$ cat config.mk
export PLATFORM = sky130hd
export DESIGN_NAME = axis_i2s2_tx
export DESIGN_NICKNAME = d
export VERILOG_FILES = /design/src/rtl/axis_i2s2_tx.sv
export SDC_FILE = /design/constraint.sdc
export NUM_CORES = 1
export LEC_CHECK = 0
export ABC_AREA = 1
export CORE_ASPECT_RATIO = 0.8
export CORE_MARGIN = 10
export CORE_UTILIZATION = 45
export DETAILED_ROUTE_END_ITERATION = 10
export GPL_ROUTABILITY_DRIVEN = 0
export GPL_TIMING_DRIVEN = 1
export MAX_ROUTING_LAYER = met4
export PLACE_DENSITY = 0.69
export SETUP_SLACK_MARGIN = 0.1
export SLEW_MARGIN = 20
export SYNTH_ARGS = -nofsm -noshare
export SYNTH_HDL_FRONTEND = slang
export SYNTH_SLANG_ARGS = --single-unit
export TNS_END_PERCENT = 100
$ cat constraint.sdc
create_clock -name clk -period 2.15 [get_ports clk]
set_clock_uncertainty 0.15 [all_clocks]
set_input_delay 0.215 -clock clk [delete_from_list [all_inputs] [get_ports clk]]
set_output_delay 0.215 -clock clk [all_outputs]
set_load 0.01 [all_outputs]
$ cat src/rtl/axis_i2s2_tx.sv
// AXI-Stream stereo packets -> standard I2S (MCLK/LRCK/SCLK/SDOUT), one frame per 1024 clk.
// Latency: a packet completed before cnt==1023 plays in the next frame; tx_* lag the counter by 1 clk.
// Backpressure: s_axis_ready drops once the right word lands and returns after the frame load drains it.
module axis_i2s2_tx #(
  parameter int DATA_WIDTH = 24
) (
  input  logic                  clk,
  input  logic                  rst,
  input  logic [DATA_WIDTH-1:0] s_axis_data,
  input  logic                  s_axis_valid,
  output logic                  s_axis_ready,
  input  logic                  s_axis_last,
  output logic                  tx_mclk,
  output logic                  tx_lrck,
  output logic                  tx_sclk,
  output logic                  tx_sdout,
  output logic                  underrun
);

  localparam logic [5:0] DW6 = 6'(DATA_WIDTH);

  logic [9:0]            cnt_q, cnt_d;
  logic [DATA_WIDTH-1:0] hold_l_q, hold_l_d;
  logic [DATA_WIDTH-1:0] hold_r_q, hold_r_d;
  logic [DATA_WIDTH-1:0] active_l_q, active_l_d;
  logic [DATA_WIDTH-1:0] active_r_q, active_r_d;
  logic                  have_l_q, have_l_d;
  logic                  have_r_q, have_r_d;
  logic                  primed_q, primed_d;
  logic                  underrun_q, underrun_d;
  logic                  ready_q, ready_d;
  logic                  mclk_q, mclk_d;
  logic                  lrck_q, lrck_d;
  logic                  sclk_q, sclk_d;
  logic                  sdout_q, sdout_d;

  logic [4:0]            slot;
  logic [5:0]            bit_idx;
  logic [DATA_WIDTH-1:0] sample;
  logic [DATA_WIDTH-1:0] sample_shift;
  logic                  in_word;
  logic                  hs;
  logic                  frame_end;
  logic                  full;

  // Free-running frame counter; all audio clocks are decoded from it.
  always_comb begin
    cnt_d = cnt_q + 10'd1;
  end

  // Decode the counter into the line clocks and the current serial data bit.
  // Slot 0 of each channel is the I2S one-bit delay, so the MSB lands in slot 1.
  always_comb begin
    slot         = cnt_q[8:4];
    sample       = cnt_q[9] ? active_r_q : active_l_q;
    bit_idx      = DW6 - {1'b0, slot};
    sample_shift = sample >> bit_idx;
    in_word      = (slot != 5'd0) && ({1'b0, slot} <= DW6);
    mclk_d       = cnt_q[0];
    sclk_d       = cnt_q[3];
    lrck_d       = cnt_q[9];
    sdout_d      = in_word & sample_shift[0];
  end

  // Holding buffer, frame load and underrun tracking.
  // The load only looks at registered flags, so a right word accepted in the
  // cnt==1023 cycle waits for the following frame.
  always_comb begin
    hs         = s_axis_valid & ready_q;
    frame_end  = (cnt_q == 10'd1023);
    full       = have_l_q & have_r_q;
    hold_l_d   = hold_l_q;
    hold_r_d   = hold_r_q;
    have_l_d   = have_l_q;
    have_r_d   = have_r_q;
    active_l_d = active_l_q;
    active_r_d = active_r_q;
    primed_d   = primed_q;
    underrun_d = underrun_q;
    if (frame_end) begin
      if (full) begin
        active_l_d = hold_l_q;
        active_r_d = hold_r_q;
        have_l_d   = 1'b0;
        have_r_d   = 1'b0;
        primed_d   = 1'b1;
      end else begin
        // Partial buffer is kept; the frame plays silence.
        active_l_d = '0;
        active_r_d = '0;
        if (primed_q) begin
          underrun_d = 1'b1;
        end
      end
    end
    if (hs) begin
      if (s_axis_last) begin
        hold_r_d = s_axis_data;
        have_r_d = 1'b1;
      end else begin
        hold_l_d = s_axis_data;
        have_l_d = 1'b1;
      end
    end
    ready_d = ~have_r_d;
  end

  // State registers with synchronous reset.
  always_ff @(posedge clk) begin
    if (rst) begin
      cnt_q      <= '0;
      hold_l_q   <= '0;
      hold_r_q   <= '0;
      active_l_q <= '0;
      active_r_q <= '0;
      have_l_q   <= 1'b0;
      have_r_q   <= 1'b0;
      primed_q   <= 1'b0;
      underrun_q <= 1'b0;
      ready_q    <= 1'b1;
      mclk_q     <= 1'b0;
      lrck_q     <= 1'b0;
      sclk_q     <= 1'b0;
      sdout_q    <= 1'b0;
    end else begin
      cnt_q      <= cnt_d;
      hold_l_q   <= hold_l_d;
      hold_r_q   <= hold_r_d;
      active_l_q <= active_l_d;
      active_r_q <= active_r_d;
      have_l_q   <= have_l_d;
      have_r_q   <= have_r_d;
      primed_q   <= primed_d;
      underrun_q <= underrun_d;
      ready_q    <= ready_d;
      mclk_q     <= mclk_d;
      lrck_q     <= lrck_d;
      sclk_q     <= sclk_d;
      sdout_q    <= sdout_d;
    end
  end

  assign s_axis_ready = ready_q;
  assign tx_mclk      = mclk_q;
  assign tx_lrck      = lrck_q;
  assign tx_sclk      = sclk_q;
  assign tx_sdout     = sdout_q;
  assign underrun     = underrun_q;

endmodule

==> impl_metrics.csv, run 1 <==
group,metric,value,unit
status,status,"completed",
synthesis,yosysWarnings,0,
layout,antenna_cells,0,
global_route,grt_max_degree,85,
setup_path,r2r_start,"cnt_q[4]",
clock_tree,clkLatencyLatePin,0.42,ns
clock_tree,clkSlewWorstSetupHoldPaths,0.05,ns
clock_tree,cts_max_level,4,
synthesis,synth_cell_types,24,
min_path,worstHoldEndpoint,"hold_r_q[10]",
setup_path,r2r_slack,0.21,ns
synthesis,yosys.area.top_type,"dfxtp_1",
clock_tree,cts_buffer_depth,2,
synthesis,async_reset_ff_frac,0,
detailed_routing,routed_wl,12400,um
clock_tree,cts_tree,"built",
sta,hold_viol,0,
flow_run,max-cap-violations,0,
setup_path,rr_worst_depth,9,
min_path,holdPathStages,3,
setup_path,crit_path_end_kind,"flip-flop",
sta,fin_setup_tns,0,ns
min_path,hold_path.class,"primary input to flip-flop",
place,placed_cells,788,
pwr,intPower,4180,uW
global_route,grt_use_met1,0.223,
layout,fin_cells,826,
layout,drive_above_1_share,0.106,
synthesis,yosys-top-cells-count,"nand2_1, dfxtp_1, nand3_1",
synthesis,synth_most_common_cell,"nand2_1",
sta,finalMaxSlewViolations,0,
global_route,antenna_found_initial,0,
place,place_ws,0.199,ns
clock_tree,holdBufCountCts,0,
sta,slew_headroom,0.405,
synthesis,synthFlopType,"dfxtp_1",
global_route,overflow,0,
detailed_routing,drt-initial-drc-count,401,
global_route,use_met3,0.0445,
pwr,clkPwrFrac,0.536,
floorplanning,num_rows,33,
sta,finalCriticalPeriod,1.94,ns
floorplanning,start_util,0.460,
sta,setup_viol,0,
layout,area_growth,25.0,%
layout,regArea,0.00230,mm2
setup_path,arrival,2.15,ns
pwr,seq_power_share,0.416,
detailed_routing,drtAntennaViolNets,0,
clock_tree,cts_root_buffer,"clkbuf_16",
setup_path,worstSetupPathType,"flip-flop to flip-flop",
global_route,met2_usage,0.232,
synthesis,synthTopCellsByArea,"dfxtp_1, nand2_1, nand3_1",
synthesis,yosysSeqAreaShare,0.489,
setup_path,cp.required,2.36,ns
detailed_routing,vias,4369,
layout,final_net_count,704,
synthesis,synth.avg_cell_area,7.31,um2
pwr,power_frac_comb,0.047,
place,port_buffers,33,
global_route,grt_busiest_layer,"met2",
detailed_routing,vias_per_cell,5.29,
detailed_routing,routedWlPerCell,15.0,um
sta,fin_ws,0.208,ns
layout,fillers,975,
detailed_routing,firstDrtPassIters,6,
setup_path,r2r-end,"underrun",
pwr,power.switching,1190,uW
min_path,worstHoldStart,"s_axis_data[10]",
floorplanning,fp.dieArea,0.0150,mm2
setup_path,cp-start-kind,"flip-flop",
floorplanning,fp.dieH,112,um
synthesis,ys_ff_latch,115,
synthesis,syn_nets,676,
global_route,grt_pass1_wl,19800,um
pwr,leakagePower,0.00222,uW
synthesis,syn_inst,645,
layout,multi_input_area,0.00210,mm2
pwr,max-vdd-ir-drop,0.552,mV
synthesis,syn-cell-area,0.00471,mm2
layout,utilization,0.575,
setup_path,crit_fanout,25,
clock_tree,clock-sinks,115,
global_route,grtUsageTotal,0.165,
pwr,powerDensity,911,mW/mm2
clock_tree,cts_made_buffers,17,
synthesis,synth_edf_count,0,
sta,timing.final.crit_share,0.903,
pwr,p_sw_frac,0.222,
floorplanning,die_w,134,um
global_route,grt_pass1_vias,4007,
detailed_routing,drc,0,
sta,worstMarginPinSlew,0.892,ns
sta,max_freq,515,MHz
floorplanning,core,0.0102,mm2
floorplanning,io_pins,34,
synthesis,synth_top_area_frac,0.489,
sta,rsz0062_at_grt,"false",
place,hpwl,7440,um
registers in the layout, indices dropped and copies added, names as in the netlist, 10 cells and up:
signal / flops
active_r_q: 24
active_l_q: 24
cnt_q: 10
hold_l_q: 24
hold_r_q: 24
critical path, cell delays in order (launching register included):
cell and delay [ns]:
dfxtp_1 0.46, ha_1 0.20, inv_1 0.06, nor2_4 0.10, nand2_2 0.06, nor2_2 0.14, nand3_2 0.13, buf_4 0.26
nor3_2 0.20, o21a_1 0.14
kinds of logic (layout without fill, tap and decap cells):
group,Yosys count,after routing,share of synthesized area
xor gates and xnor gates,2,2,0.00372
buffers and inverters,78,119,0.0741
adders and majority gates,3,3,0.00797
and+or+nand+nor,318,318,0.285
AOI/OAI and AO/OA,129,129,0.141
DFF,115,115,0.489
area by class of cell:
| cell class | count | share of cell area |
|---|---|---|
| Clock buffer | 19 | 0.0769 |
| Clock inverter | 13 | 0.0268 |
| Inverter | 32 | 0.0212 |
| Multi-Input combinational cell | 452 | 0.357 |
| Sequential cell | 115 | 0.391 |
| Tap cell | 140 | 0.0297 |
| Timing Repair Buffer | 55 | 0.0971 |
layout by cell type (no fill, tap or decap), drive strengths merged, types with 4 or more instances in the layout:
cell	netlist	final
a21oi	83	83
buf	15	20
clkbuf	31	22
clkdlybuf4s50	0	32
clkinv	1	9
dfxtp	115	115
inv	31	32
nand2	138	138
nand3	99	99
nor2	77	77
o211ai	4	4
o21ai	39	39
per-stage QoR:
| step | power (uW) | area [um2] | hold WS, ns |
|---|---|---|---|
| 6_report | 5360 | 5890 | 0.263 |
| 3_3_place_gp | 2510 | 5130 | 0.280 |
| 5_1_grt | 5510 | 5890 | 0.272 |
| 2_1_floorplan | 2400 | 4710 | 0.200 |
| 3_5_place_dp | 2520 | 5130 | 0.297 |
| 4_1_cts | 5370 | 5740 | 0.260 |
layer usage:
layer  up-vias  part of all wire
met5         -                 0
met4         0             0.021
met3        20             0.057
met2       137              0.44
met1      2023              0.49
li1       2189                 -
what timing repair did:
item / in CTS / in global routing
setup endpoints to repair: 0 / 42
setup buffers: 0 / 2
resized for setup: 0 / 15
power groups by stage:
stage | clock network [uW] | registers, uW | logic, uW
global route | 2990 | 2240 | 279
detailed placement | 0 | 2280 | 245
global placement | 0 | 2270 | 240
floorplan | 0 | 2270 | 134
CTS | 2890 | 2230 | 246
finish | 2880 | 2230 | 253
worst max path at each step:
stage | from | to | slack, ns
floorplan | cnt_q[4] | tx_sdout | 0.37
global placement | cnt_q[0] | underrun | 0.28
detailed placement | cnt_q[0] | underrun | 0.20
CTS | cnt_q[0] | underrun | 0.19
global route | cnt_q[1] | underrun | 0.08
finish | cnt_q[4] | underrun | 0.21
Note: power is estimated with default switching activity, not from simulation.
==> run 2, diff against run 1 <==
--- a/config.mk
+++ b/config.mk
@@ -14,7 +14,7 @@
 export GPL_TIMING_DRIVEN = 1
 export MAX_ROUTING_LAYER = met4
 export PLACE_DENSITY = 0.69
-export SETUP_SLACK_MARGIN = 0.1
+export SETUP_SLACK_MARGIN = 0.02
 export SLEW_MARGIN = 20
 export SYNTH_ARGS = -nofsm -noshare
 export SYNTH_HDL_FRONTEND = slang
==> run 2 against run 1 <==
Combinational power is 2% lower. Worst hold slack better by 0.0037 ns. Core utilization is 1.4 points lower. Critical path type unchanged. Critical endpoint is now s_axis_ready. Largest cell class unchanged.
==> impl_metrics.csv, run 2 (same netlist as run 1, synthesis figures left out) <==
group,metric,value,unit
layout,drive_above_1_share,0.0853,
layout,antenna_cells,0,
pwr,max-vdd-ir-drop,0.550,mV
setup_path,crit_path_end,"s_axis_ready",
floorplanning,io_pins,34,
sta,rsz0062_at_grt,"false",
setup_path,max_stage_delay,0.35,ns
setup_path,critical_path.slowest_cell,"dfxtp_1",
setup_path,crit_fanout,26,
place,placed_cells,788,
clock_tree,clkLatencyLatePin,0.41,ns
layout,layout_commonest_cell,"nand2_1",
detailed_routing,firstDrtPassIters,5,
global_route,grt_pass1_wl,19800,um
flow_run,max-cap-violations,0,
layout,fin_cells,820,
sta,worstMarginPinSlew,0.872,ns
clock_tree,cts_setup_buffers,0,
global_route,antenna_found_initial,0,
layout,final_net_count,698,
global_route,grt_pass1_vias,4007,
clock_tree,clkSlewWorstSetupHoldPaths,0.05,ns
setup_path,cp-start-kind,"flip-flop",
floorplanning,num_rows,33,
detailed_routing,drt-initial-drc-count,417,
setup_path,rr_worst_depth,14,
setup_path,worstSetupStartpoint,"cnt_q[0]",
detailed_routing,drtAntennaViolNets,0,
setup_path,r2r-end,"s_axis_ready",
setup_path,r2r_slack,0.23,ns
clock_tree,cts_made_buffers,17,
layout,final_cell_mix,"nand2_1, dfxtp_1, nand3_1, a21oi_1, nor2_1",
sta,setup_viol,0,
sta,max_freq,520,MHz
place,port_buffers,33,
sta,fin_setup_tns,0,ns
sta,timing.final.crit_share,0.895,
sta,hold_viol,0,
pwr,power,5350,uW
detailed_routing,routed_wl,11900,um
setup_path,worstPathCellList,"ha_1 -> nand2_1 -> inv_2 -> nand2_2 -> nor2_4 -> nand2_1 -> nor2_2 -> nand3_2 -> clkinv_2 -> buf_12 -> nand2_1 -> nand2_1 -> a21oi_1 -> inv_1",
global_route,overflow,0,
detailed_routing,vias_per_cell,5.24,
setup_path,arrival,2.13,ns
setup_path,cp.required,2.35,ns
place,hpwl,7440,um
clock_tree,cts_max_level,4,
floorplanning,start_util,0.460,
layout,area_growth,21.9,%
sta,finalMaxSlewViolations,0,
floorplanning,fp.dieH,112,um
status,status,"completed",
setup_path,r2r_start,"cnt_q[0]",
detailed_routing,drc,0,
clock_tree,cts_buffer_depth,2,
min_path,hold_path.class,"primary input to flip-flop",
floorplanning,core,0.0102,mm2
setup_path,worstSetupPathType,"flip-flop to flip-flop",
pwr,powerDensity,931,mW/mm2
clock_tree,cts_root_buffer,"clkbuf_16",
sta,finalCriticalPeriod,1.92,ns
setup_path,crit_path_end_kind,"flip-flop",
floorplanning,fp.dieArea,0.0150,mm2
pwr,leakagePower,0.00215,uW
clock_tree,clock-sinks,115,
sta,slew_headroom,0.419,
clock_tree,cts_tree,"built",
global_route,grt_max_degree,85,
floorplanning,die_w,134,um
detailed_routing,vias,4297,
detailed_routing,routedWlPerCell,14.5,um
setup_path,crit_top_cell,"nand2_1",
global_route,grtUsageTotal,0.165,
[run 2: how the worst min path moves through the flow]
stage | from | to | cells past startpoint
floorplan | s_axis_data[0] | hold_l_q[0] | 2
global placement | cnt_q[0] | cnt_q[0] | 1
detailed placement | cnt_q[0] | cnt_q[0] | 1
CTS | s_axis_data[23] | hold_r_q[23] | 3
global route | s_axis_data[21] | hold_r_q[21] | 3
finish | s_axis_data[10] | hold_r_q[10] | 3
[run 2: worst max-delay path, delay by kind of cell, from the launching register on]
kind | cells | cell delay [ns]
buf+inv | 4 | 0.44
compound gates | 1 | 0.07
flops | 1 | 0.35
fa+ha+maj | 1 | 0.18
simple gates | 8 | 0.68
[run 2: metal layers]
metal	share of wire	routed length, um	GRT usage	vias to the layer above
met1	0.49	5800	0.223	1980
met2	0.44	5260	0.232	129
met5	0	0	-	-
li1	-	-	-	2171
met4	0.016	193	0.0565	0
met3	0.056	663	0.0445	17
[run 2: metrics by stage]
step	setup slack, ns	hold WS (ns)	cell area (um2)	util
floorplan	0.367	0.200	4710	-
global placement	0.277	0.280	5130	0.501
detailed placement	0.199	0.297	5130	0.501
CTS	0.185	0.260	5740	0.561
global route	0.0226	0.272	5750	0.561
finish	0.225	0.266	5750	0.561
[run 2: power by group]
part	internal, uW	total, uW	switching, uW
logic	98.6	248	150
clock network	1880	2870	991
registers	2200	2230	35.4
total	4170	5350	1180
[run 2: cell type report]
type	instances	area, um2
Clock buffer	19	453
Inverter	32	121
Fill cell	990	4490
Clock inverter	13	158
Timing Repair Buffer	49	470
Sequential cell	115	2300
Multi-Input combinational cell	452	2070
Tap cell	140	175
[run 2: what timing repair did]
item,4_1_cts,5_1_grt
gates resized for setup,0,1
endpoints found under the setup margin,0,1
hold buffers,0,0
==> run 3, diff against run 2 <==
--- a/config.mk
+++ b/config.mk
@@ -15,7 +15,6 @@
 export MAX_ROUTING_LAYER = met4
 export PLACE_DENSITY = 0.69
 export SETUP_SLACK_MARGIN = 0.02
-export SLEW_MARGIN = 20
 export SYNTH_ARGS = -nofsm -noshare
 export SYNTH_HDL_FRONTEND = slang
 export SYNTH_SLANG_ARGS = --single-unit
==> results of run 3 <==
Same layout as run 2: the final DEF is identical, and so are final timing and power.
